[config.mk]
export PLATFORM = sky130hd
export DESIGN_NAME = seq_pattern_tx
export DESIGN_NICKNAME = d
export VERILOG_FILES = /design/src/rtl/seq_pattern_tx.sv
export SDC_FILE = /design/constraint.sdc
export NUM_CORES = 1
export LEC_CHECK = 0
export ABC_AREA = 1
export ABC_CLOCK_PERIOD_IN_PS = 1800
export BUFFER_PORTS_ARGS = -buffer_cell sky130_fd_sc_hd__buf_4
export CORE_UTILIZATION = 53
export DETAILED_ROUTE_END_ITERATION = 6
export PLACE_DENSITY = 0.84
export SLEW_MARGIN = 20
export SYNTH_ARGS = -nofsm -noshare
export SYNTH_HDL_FRONTEND = slang
export SYNTH_SLANG_ARGS = --single-unit
[constraint.sdc]
create_clock -name clk_i -period 1.8 [get_ports clk_i]
set_clock_uncertainty 0.2 [all_clocks]
set_input_delay 0.09 -clock clk_i [delete_from_list [all_inputs] [get_ports clk_i]]
set_output_delay 0.09 -clock clk_i [all_outputs]
set_load 0.02 [all_outputs]
[src/rtl/seq_pattern_tx.sv]
// ============================================================================
//  Module   : seq_pattern_tx
//  Brief    : Serial MSB-first pattern transmitter with repetitions, idle gaps
//             and per-frame last flag. Optional macro SEQ_TX_PARITY_EN appends
//             an even-parity bit to each repetition.
//  Revision : 1.0
// ============================================================================
`default_nettype none

module seq_pattern_tx #(
   parameter int PAT_W      = 4,
   parameter int CNT_W      = 4,
   parameter int GAP        = 0,
   parameter bit IDLE_LEVEL = 1'b0
) (
   input  logic             clk_i,
   input  logic             reset_i,
   input  logic             start_i,
   input  logic [PAT_W-1:0] pattern_i,
   input  logic [CNT_W-1:0] repeat_i,
   output logic             x_o,
   output logic             valid_o,
   output logic             last_o,
   output logic             busy_o,
   output logic             done_o
);

   localparam int             IW       = $clog2(PAT_W);
   localparam int             GW       = $clog2(GAP + 2);
   localparam logic [IW-1:0]  IDX_MSB  = IW'(PAT_W - 1);
   localparam logic [GW-1:0]  GAP_LAST = GW'((GAP > 0) ? (GAP - 1) : 0);
   localparam bit             HAS_GAP  = (GAP > 0);

   typedef enum logic [1:0] {
      IDLE  = 2'd0,
      SHIFT = 2'd1,
      GAP_S = 2'd2,
      DONE  = 2'd3
   } state_t;

   state_t             state_q, state_d;
   logic [PAT_W-1:0]   pat_q,   pat_d;
   logic [CNT_W-1:0]   rep_q,   rep_d;
   logic [IW-1:0]      idx_q,   idx_d;
   logic [GW-1:0]      gap_q,   gap_d;
`ifdef SEQ_TX_PARITY_EN
   logic               par_q,   par_d;
`endif
   logic               x_q,     x_d;
   logic               valid_q, valid_d;
   logic               last_q,  last_d;
   logic               busy_q,  busy_d;
   logic               done_q,  done_d;
   logic               frame_end;

   always_ff @(posedge clk_i or posedge reset_i) begin
      if (reset_i) begin
         state_q <= IDLE;
         pat_q   <= '0;
         rep_q   <= '0;
         idx_q   <= '0;
         gap_q   <= '0;
`ifdef SEQ_TX_PARITY_EN
         par_q   <= 1'b0;
`endif
         x_q     <= IDLE_LEVEL;
         valid_q <= 1'b0;
         last_q  <= 1'b0;
         busy_q  <= 1'b0;
         done_q  <= 1'b0;
      end else begin
         state_q <= state_d;
         pat_q   <= pat_d;
         rep_q   <= rep_d;
         idx_q   <= idx_d;
         gap_q   <= gap_d;
`ifdef SEQ_TX_PARITY_EN
         par_q   <= par_d;
`endif
         x_q     <= x_d;
         valid_q <= valid_d;
         last_q  <= last_d;
         busy_q  <= busy_d;
         done_q  <= done_d;
      end
   end

   // Outputs are computed from the current state and registered, which gives
   // the one-cycle latency between start acceptance and the first bit.
   always_comb begin
      state_d   = state_q;
      pat_d     = pat_q;
      rep_d     = rep_q;
      idx_d     = idx_q;
      gap_d     = gap_q;
`ifdef SEQ_TX_PARITY_EN
      par_d     = par_q;
`endif
      x_d       = IDLE_LEVEL;
      valid_d   = 1'b0;
      last_d    = 1'b0;
      busy_d    = 1'b0;
      done_d    = 1'b0;
      frame_end = 1'b0;

      case (state_q)
         IDLE: begin
            if (start_i) begin
               if (repeat_i != '0) begin
                  pat_d   = pattern_i;
                  rep_d   = repeat_i;
                  idx_d   = IDX_MSB;
`ifdef SEQ_TX_PARITY_EN
                  par_d   = 1'b0;
`endif
                  state_d = SHIFT;
               end else begin
                  state_d = DONE;
               end
            end
         end

         SHIFT: begin
            valid_d = 1'b1;
            busy_d  = 1'b1;
`ifdef SEQ_TX_PARITY_EN
            if (par_q) begin
               x_d       = ^pat_q;
               last_d    = 1'b1;
               frame_end = 1'b1;
            end else begin
               x_d = pat_q[idx_q];
               if (idx_q == '0) begin
                  par_d = 1'b1;
               end else begin
                  idx_d = idx_q - 1'b1;
               end
            end
`else
            x_d = pat_q[idx_q];
            if (idx_q == '0) begin
               last_d    = 1'b1;
               frame_end = 1'b1;
            end else begin
               idx_d = idx_q - 1'b1;
            end
`endif
            if (frame_end) begin
`ifdef SEQ_TX_PARITY_EN
               par_d = 1'b0;
`endif
               idx_d = IDX_MSB;
               // Saturating decrement: the counter never wraps below zero.
               rep_d = (rep_q != '0) ? (rep_q - 1'b1) : '0;
               if (rep_q <= CNT_W'(1)) begin
                  state_d = DONE;
               end else if (HAS_GAP) begin
                  gap_d   = GAP_LAST;
                  state_d = GAP_S;
               end
            end
         end

         GAP_S: begin
            busy_d = 1'b1;
            if (gap_q == '0) begin
               state_d = SHIFT;
            end else begin
               gap_d = gap_q - 1'b1;
            end
         end

         DONE: begin
            done_d  = 1'b1;
            state_d = IDLE;
         end

         default: begin
            state_d = IDLE;
         end
      endcase
   end

   assign x_o     = x_q;
   assign valid_o = valid_q;
   assign last_o  = last_q;
   assign busy_o  = busy_q;
   assign done_o  = done_q;

endmodule

`default_nettype wire

==> results.sh, run 1 <==
export IMPL_finalSetupViolations=0
export IMPL_synth_cells=113
export IMPL_n_antenna_cell=0
export IMPL_nNetsFinal=157
export IMPL_row_count=14
export IMPL_fin_setup_tns_ps=0
export IMPL_wire_per_inst_um=11.4
export IMPL_route_detailed_drc=2
export IMPL_endpoint_kind="register"
export IMPL_drtIter0Drc=18
export IMPL_synth_seq_cells=17
export IMPL_pin_count=16
export IMPL_clock_path_buffers=2
export IMPL_drive_gt1_share_pct=23.6
export IMPL_clk_root_buffer_cell="clkbuf_4"
export IMPL_clkSinkCount=17
export IMPL_layout_commonest_cell="nand2_1"
export IMPL_drv_slew=0
export IMPL_final_min_clock_period_ps=1620
export IMPL_placed_area_um2=1030
export IMPL_ys_warn_count=0
export IMPL_cts_buffers=3
export IMPL_slew_headroom_pct=57.1
export IMPL_postLayoutCellArea_um2=1150
export IMPL_finalHoldViolCount=0
export IMPL_fin_cells=156
export IMPL_synth_area_um2=912
export IMPL_grt_pass1_vias=738
export IMPL_antenna_found_initial=0
export IMPL_routed_wirelength_mm=1.78
export IMPL_first_pass_iters=6
export IMPL_hp_class="primary input to register"
export IMPL_io_buffers=15
export IMPL_preCtsSetupSlack_ps=81.0
export IMPL_grt_overflow_total=0
export IMPL_hpwl_mm=1.27
export IMPL_synth_cell_types=17
export IMPL_fin_ws_ps=180
export IMPL_die_w_um=43.5
export IMPL_ys_seq_area_share_pct=46.6
export IMPL_worstPathArrival_ps=1610
export IMPL_path_cells="inv_1, ha_2, nand2_4, nand2_4, inv_4, nand3_4, inv_2, nand2_1, nand2_1"
export IMPL_grt_max_degree=18
export IMPL_postRouteAntennaNets=0
export IMPL_slowest_stage="dfrtp_1"
export IMPL_powerDensity_nw_per_um2=1690
export IMPL_die_area_um2=1890
export IMPL_rsz0062_at_grt="false"
export IMPL_finalCritPeriodShare_pct=90.0
export IMPL_p_leak_nw=0.636
export IMPL_clkTransAtPathRegs_ps=90
export IMPL_initial_core_util_pct=58.5
export IMPL_place_inst=143
export IMPL_ir_worst_vdd_v=0.00102
export IMPL_die_h_um=43.5
export IMPL_syn2layout_area_growth_pct=26.3
export IMPL_status="finished, violations left"
export IMPL_viasPerCell=4.94
export IMPL_cp_max_fo=11
export IMPL_grt_pass1_wl_mm=3.17
export IMPL_core_area_um2=1560
export IMPL_drv_cap=0
export IMPL_tightest_slew_ps=643
export IMPL_whs_ps=11.8
export IMPL_critPathRequiredTime_ps=1790
export IMPL_layout_common_cells="nand2_1 (34), dfrtp_1 (17), buf_4 (15)"
export IMPL_htree_levels=1
export IMPL_cp_start_kind="register"
export IMPL_max_stage_delay_ps=410
export IMPL_vias=770
export IMPL_syn_num_nets=129
export IMPL_violations="design-rule violations"
export IMPL_insertion_delay_ps=290
export IMPL_postSynthAreaPerCell_um2=8.07
export IMPL_place_gp_congestion=0.818
export IMPL_grt_total_usage_pct=23.1
export IMPL_cts_tree="done"
export IMPL_critPathKind="register to register"
export IMPL_max_freq_mhz=617
==> synth_stat cells <==
cell type | instances | share of area, %
nand2_1 | 34 | 14
dfrtp_1 | 17 | 47
inv_1 | 13 | 5.4
nor2_1 | 8 | 3.3
o21ai_1 | 8 | 4.4
nand3_1 | 6 | 3.3
ha_1 | 5 | 6.9
inv_2 | 5 | 2.1
a21oi_1 | 4 | 2.2
nand2_2 | 4 | 2.7
nand2_4 | 2 | 2.5
o21ai_0 | 2 | 1.1
buf_6 | 1 | 1.2
inv_4 | 1 | 0.69
nand3_2 | 1 | 1.1
nand3_4 | 1 | 1.9
or2_1 | 1 | 0.69
==> worst max-delay path, delay by kind of cell (launching register included) <==
| family | cells | cell delay, ps |
|---|---|---|
| DFF | 1 | 410 |
| buffers and inverters | 3 | 200 |
| adders and majority gates | 1 | 340 |
| and+or+nand+nor | 5 | 380 |
==> final timing paths <==
kind | start | to | slack [ps] | depth (start not counted)
setup / recovery | state_q[1] | rep_q[3] | 180 | 9
hold / removal | start_i | pat_q[3] | 10 | 3
setup reg to reg | state_q[1] | rep_q[3] | 180 | 9
hold reg to reg | pat_q[3] | pat_q[3] | 300 | 2
max in group asynchronous | reset_i | pat_q[1] | 750 | 3
min in group asynchronous | reset_i | busy_o | 240 | 3
==> repair_timing <==
item | in CTS | in global routing
endpoints found under the setup margin | 0 | 4
setup buffers | 0 | 0
resized for setup | 0 | 1
hold buffers | 9 | 0
endpoints found under the hold margin | 25 | 0
==> logic make-up after synthesis <==
| kind of cell | synth area share (%) |
|---|---|
| AO/OA/AOI/OAI | 7.68 |
| adder cells (fa/ha/maj) | 6.86 |
| buffers and inverters | 9.33 |
| flip-flops | 46.6 |
| AND/OR/NAND/NOR | 29.5 |
==> through the flow <==
step | power, mW | util [%]
6_report | 1.95 | 73.9
5_1_grt | 2.14 | 73.9
4_1_cts | 1.95 | 73.8
3_5_place_dp | 1.73 | 66.3
3_3_place_gp | 1.69 | 66.3
2_1_floorplan | 1.50 | -
==> area by class of cell <==
cell class | instances | area (um^2)
repair buffers | 24 | 203
inverters | 19 | 73.8
flip-flops and latches | 17 | 425
multi-input cells | 76 | 404
clock buffers | 4 | 26.3
well taps | 16 | 20.0
fillers | 111 | 407
==> registers in the layout (all words and copies together), names as in the netlist <==
register  cells
pat_q         4
busy_o        1
valid_o       1
state_q       2
x_o           1
done_o        1
idx_q         2
rep_q         4
last_o        1
==> report_power, final <==
group          leakage (nW)  total, mW  switching, mW  internal, mW
clock network        0.0150      0.198          0.112        0.0862
logic                 0.412       1.07          0.655         0.413
registers             0.209      0.681          0.116         0.565
total                 0.636       1.95          0.883          1.06
==> routing by layer <==
metal	global-route usage [%]	wire length, um	vias up	part of all wire [%]
met5	0	0	-	0
met4	9.38	34	0	1.9
met3	2.92	57	5	3.2
met2	43.0	892	14	50
met1	26.6	793	349	45
li1	-	-	402	-
No activity file was read; power rests on OpenSTA's default activity.
==> run 2, diff against run 1 <==
- CAP_MARGIN: not set -> 20
- SETUP_SLACK_MARGIN: not set -> 0.5
==> run 2 against run 1 <==
Effect of this change:
- first-iteration DRC count up 33%
- combinational power up 36%
- final cell count up 7.1%
- the flow still finishes with violations (design-rule violations)
- sequential cell count unchanged
==> results.sh, run 2 (synthesized netlist as in run 1, its figures left out) <==
export IMPL_status="finished, violations left"
export IMPL_violations="design-rule violations"
export IMPL_cts_buffers=3
export IMPL_route_detailed_drc=3
export IMPL_critical_path_top_delay_family="flip-flops"
export IMPL_rsz0062_at_grt="true"
export IMPL_pin_count=16
export IMPL_slowest_stage="dfrtp_1"
export IMPL_syn2layout_area_growth_pct=42.2
export IMPL_preCtsSetupSlack_ps=301
export IMPL_insertion_delay_ps=300
export IMPL_drv_slew=0
export IMPL_row_count=14
export IMPL_nNetsFinal=168
export IMPL_powerDensity_nw_per_um2=1810
export IMPL_critPathKind="register to register"
export IMPL_grt_max_degree=18
export IMPL_grt_overflow_total=0
export IMPL_viasPerCell=5.34
export IMPL_fin_cells=167
export IMPL_grt_pass1_wl_mm=3.46
export IMPL_vias=891
export IMPL_drv_cap=0
export IMPL_grt_pass1_vias=829
export IMPL_hpwl_mm=1.25
export IMPL_routed_wirelength_mm=2.33
export IMPL_final_core_util_pct=83.2
export IMPL_io_buffers=15
export IMPL_hp_class="primary input to register"
export IMPL_wire_per_inst_um=14.0
export IMPL_clkSinkCount=17
export IMPL_worstPathArrival_ps=1470
export IMPL_fin_setup_tns_ps=0
export IMPL_fin_ws_ps=322
export IMPL_initial_core_util_pct=58.5
export IMPL_critPathRequiredTime_ps=1790
export IMPL_core_area_um2=1560
export IMPL_max_freq_mhz=677
export IMPL_finalCritPeriodShare_pct=82.1
export IMPL_endpoint_kind="register"
export IMPL_p_leak_nw=0.694
export IMPL_place_inst=143
export IMPL_htree_levels=1
export IMPL_grt_total_usage_pct=24.9
export IMPL_ir_worst_vdd_v=0.00118
export IMPL_max_stage_delay_ps=400
export IMPL_n_antenna_cell=0
export IMPL_p_total_mw=2.35
export IMPL_critPathBufInv=3
export IMPL_finalSetupViolations=0
export IMPL_drtIter0Drc=24
export IMPL_clkTransAtPathRegs_ps=90
export IMPL_path_cells="inv_2, ha_4, nand2_4, nand2_4, inv_4, nand3_4, inv_2, nand2_1, nand2_1"
export IMPL_layout_commonest_cell="nand2_1"
export IMPL_drive_gt1_share_pct=34.4
export IMPL_reg_largest_list="pat_q (4), rep_q (4)"
export IMPL_finalHoldViolCount=0
export IMPL_first_pass_iters=7
export IMPL_place_gp_congestion=0.855
export IMPL_tightest_slew_ps=642
export IMPL_cts_tree="done"
export IMPL_die_w_um=43.5
export IMPL_layout_common_cells="nand2_1 (33), buf_4 (24), dfrtp_1 (16)"
export IMPL_fillerInstances=87
export IMPL_slew_headroom_pct=57.1
export IMPL_cp_start_kind="register"
export IMPL_postRouteAntennaNets=0
export IMPL_clk_root_buffer_cell="clkbuf_4"
export IMPL_antenna_found_initial=0
export IMPL_final_min_clock_period_ps=1480
export IMPL_clock_path_buffers=2
export IMPL_die_area_um2=1890
export IMPL_die_h_um=43.5
export IMPL_cp_max_fo=6
==> run 2: path summary, 6_finish.rpt <==
| check | from | endpoint | slack, ps | cells after the start |
|---|---|---|---|---|
| min in group asynchronous | reset_i | pat_q[2] | 220 | 3 |
| setup / recovery | state_q[1] | rep_q[1] | 320 | 9 |
| max in group asynchronous | reset_i | state_q[0] | 720 | 3 |
| setup reg to reg | state_q[1] | rep_q[1] | 320 | 9 |
| hold / removal | repeat_i[0] | rep_q[3] | 100 | 6 |
| hold reg to reg | pat_q[3] | pat_q[3] | 310 | 2 |
==> run 2: final cells by class <==
cell class                 instances  area, um^2  share of cell area, %
sequential                        17         427                   32.9
timing repair buffer              35         292                   22.5
multi-input combinational         76         459                   35.4
tap                               16        20.0                   1.54
inverter                          19        73.8                   5.69
clock buffer                       4        26.3                   2.03
==> run 2: per-stage QoR <==
step / instance area [um^2] / hold WS, ps
floorplan: 927 / -184
global placement: 1050 / 3.20
detailed placement: 1050 / 11.6
CTS: 1260 / 117
global route: 1300 / 127
finish: 1300 / 95.1
==> run 2: timing repair <==
action,4_1_cts,5_1_grt
gates cloned,0,0
gates resized for setup,8,5
setup endpoints to repair,12,12
pin swaps,3,1
buffers inserted,8,2
endpoints found under the hold margin,25,0
hold buffers,10,0
==> run 2: per-layer routing <==
layer,vias up,track usage (%),wire [um]
li1,422,-,-
met1,418,31.5,978
met2,43,43.0,1200
met3,8,4.17,120
met4,0,8.75,36
met5,-,0,0
==> run 2: worst register-to-register path: cells and delay by family, from the launching register on <==
| kind | cells | cell delay (ps) |
|---|---|---|
| DFF | 1 | 400 |
| adders and majority gates | 1 | 220 |
| buffers and inverters | 3 | 210 |
| and+or+nand+nor | 5 | 350 |
==> run 2: where the power goes <==
group          switching (mW)  internal [mW]  leakage [nW]
Clock                   0.121         0.0864        0.0150
Combinational           0.823          0.624         0.471
Sequential              0.131          0.568         0.208
==> run 3, diff against run 2 <==
- ABC_CLOCK_PERIOD_IN_PS: 1800 -> 1300
- CORE_UTILIZATION: 53 -> 48
- PLACE_DENSITY: 0.84 -> 0.81
- clock period: 1.8 -> 1.3 ns (I/O delays scaled with it)
==> run 3 against run 2 <==
Effect of this change:
- the flow finishes with violations (negative hold slack, negative setup slack)
- global-route usage up 0.32 points
- critical endpoint is now rep_q[0]
- utilization down 1.4 points
- clock power rose by 48%
- register-to-register slack worse by 600 ps
- sequential cell count unchanged
==> results.sh, run 3 (synthesized netlist as in run 1, its figures left out) <==
export IMPL_fin_ws_ps=-281
export IMPL_grt_pass1_wl_mm=3.69
export IMPL_whs_ps=-204
export IMPL_grt_pass1_vias=845
export IMPL_io_buffers=15
export IMPL_slowest_stage="dfrtp_1"
export IMPL_row_count=15
export IMPL_finalCritPeriodShare_pct=122
export IMPL_r2r_end="rep_q[0]"
export IMPL_route_detailed_drc=0
export IMPL_clkTransAtPathRegs_ps=110
export IMPL_vias=979
export IMPL_reg2reg_slack_ps=-280
export IMPL_violations="negative hold slack, negative setup slack"
export IMPL_r2r_start="state_q[1]"
export IMPL_status="finished, violations left"
export IMPL_hp_class="primary input to register"
export IMPL_tightest_slew_ps=348
export IMPL_slew_headroom_pct=76.6
export IMPL_routed_wirelength_mm=2.96
export IMPL_fillerInstances=92
export IMPL_syn2layout_area_growth_pct=56.5
export IMPL_clk_root_buffer_cell="clkbuf_4"
export IMPL_clock_path_buffers=2
export IMPL_insertion_delay_ps=300
export IMPL_ir_worst_vdd_v=0.00186
export IMPL_placed_area_um2=1130
export IMPL_place_gp_congestion=0.819
export IMPL_drtIter0Drc=35
export IMPL_grt_overflow_total=0
export IMPL_r2r_cells=6
export IMPL_postRouteAntennaNets=0
export IMPL_die_h_um=45.6
export IMPL_final_min_clock_period_ps=1580
export IMPL_finalSetupViolations=14
export IMPL_critPathLaunch="state_q[1]"
export IMPL_n_antenna_cell=0
export IMPL_grt_total_usage_pct=25.2
export IMPL_antenna_found_initial=0
export IMPL_critPathRequiredTime_ps=1340
export IMPL_clkSinkCount=17
export IMPL_htree_levels=1
export IMPL_viasPerCell=5.44
export IMPL_powerDensity_nw_per_um2=2820
export IMPL_p_total_mw=4.03
export IMPL_wire_per_inst_um=16.4
export IMPL_cp_start_kind="register"
export IMPL_p_leak_nw=0.740
export IMPL_layout_common_cells="nand2_1 (27), buf_4 (25), dfrtp_1 (17)"
export IMPL_max_freq_mhz=632
export IMPL_pin_count=16
export IMPL_die_area_um2=2080
export IMPL_path_cells="inv_2, ha_4, nand2_1, o21ai_1, nand2_2, nand2_1"
export IMPL_min_delay_start="pattern_i[3]"
export IMPL_nNetsFinal=172
export IMPL_critPathKind="register to register"
export IMPL_cts_tree="done"
export IMPL_die_w_um=45.6
export IMPL_reg_largest_list="pat_q (4), rep_q (4)"
export IMPL_max_stage_delay_ps=420
export IMPL_drv_slew=0
export IMPL_postLayoutCellArea_um2=1430
export IMPL_worstPathArrival_ps=1630
export IMPL_rsz0062_at_grt="true"
export IMPL_cts_buffers=3
export IMPL_hpwl_mm=1.31
export IMPL_min_to="pat_q[3]"
export IMPL_crit_top_cell="nand2_1"
export IMPL_core_area_um2=1750
export IMPL_cts_hold_buf=1
export IMPL_initial_core_util_pct=52.3
export IMPL_cp_max_fo=7
export IMPL_endpoint_kind="register"
export IMPL_drive_gt1_share_pct=49.0
export IMPL_drv_cap=0
export IMPL_finalHoldViolCount=7
export IMPL_first_pass_iters=4
export IMPL_grt_max_degree=18
export IMPL_hold_depth=3
export IMPL_layout_commonest_cell="nand2_1"
[run 3: cell types whose count changed in the layout (fill, tap and decap cells not counted), moves of 2 or more]
cell,change
nand2_1,-6
nor2_1,-2
dlygate4sd3_1,-9
nand2_4,+3
nand2_2,+3
o21ai_2,+2
inv_2,-3
nor2_2,+2
buf_6,+11
a21oi_1,-2
a21oi_2,+2
[run 3: final cells by class]
cell class / count / area [um^2] / share of cell area, %
timing repair buffer: 38 / 333 / 23.3
sequential: 17 / 425 / 29.8
multi-input combinational: 77 / 527 / 36.9
tap: 25 / 31.3 / 2.19
clock inverter: 1 / 7.51 / 0.526
inverter: 19 / 81.3 / 5.70
clock buffer: 3 / 22.5 / 1.58
[run 3: worst max-delay path by stage]
stage / endpoint / slack [ps]
after detailed placement: rep_q[0] / -170
after global placement: rep_q[0] / -120
after CTS: rep_q[0] / -160
after floorplan: rep_q[2] / -110
after global routing: rep_q[0] / -320
final: rep_q[0] / -280
[run 3: timing repair]
item / 4_1_cts / 5_1_grt
pin swaps: 3 / 8
endpoints found under the setup margin: 22 / 22
setup buffers: 5 / 8
gates cloned: 1 / 0
endpoints found under the hold margin: 27 / 8
resized for setup: 19 / 23
[run 3: stage by stage]
stage | worst slack (ps) | util (%) | TNS [ps] | instances | hold slack [ps]
2_1_floorplan | -108 | - | -765 | 113 | -209
3_3_place_gp | -123 | 64.6 | -1050 | 161 | -109
3_5_place_dp | -173 | 64.6 | -1590 | 161 | -104
4_1_cts | -158 | 74.6 | -1120 | 172 | -210
5_1_grt | -320 | 81.8 | -3220 | 180 | -187
6_report | -281 | 81.8 | -2670 | 180 | -204
[run 3: metal layers]
layer  wire [um]  up-vias  global-route usage (%)
met1        1070      473                    32.3
met3         194       17                    3.17
met4         112        0                    9.09
met5           0        -                       0
li1            -      435                       -
met2        1580       54                    43.1
[run 3: where the power goes]
part	internal (mW)	switching, mW	total (mW)
Clock	0.117	0.190	0.308
Combinational	1.25	1.48	2.74
Sequential	0.783	0.204	0.987
[run 3: critical path: cells and delay by family (launching register included)]
family,cells,cell delay [ps]
buffers and inverters,1,120
AO/OA/AOI/OAI,1,250
flip-flops,1,420
adder cells (fa/ha/maj),1,230
AND/OR/NAND/NOR,3,300
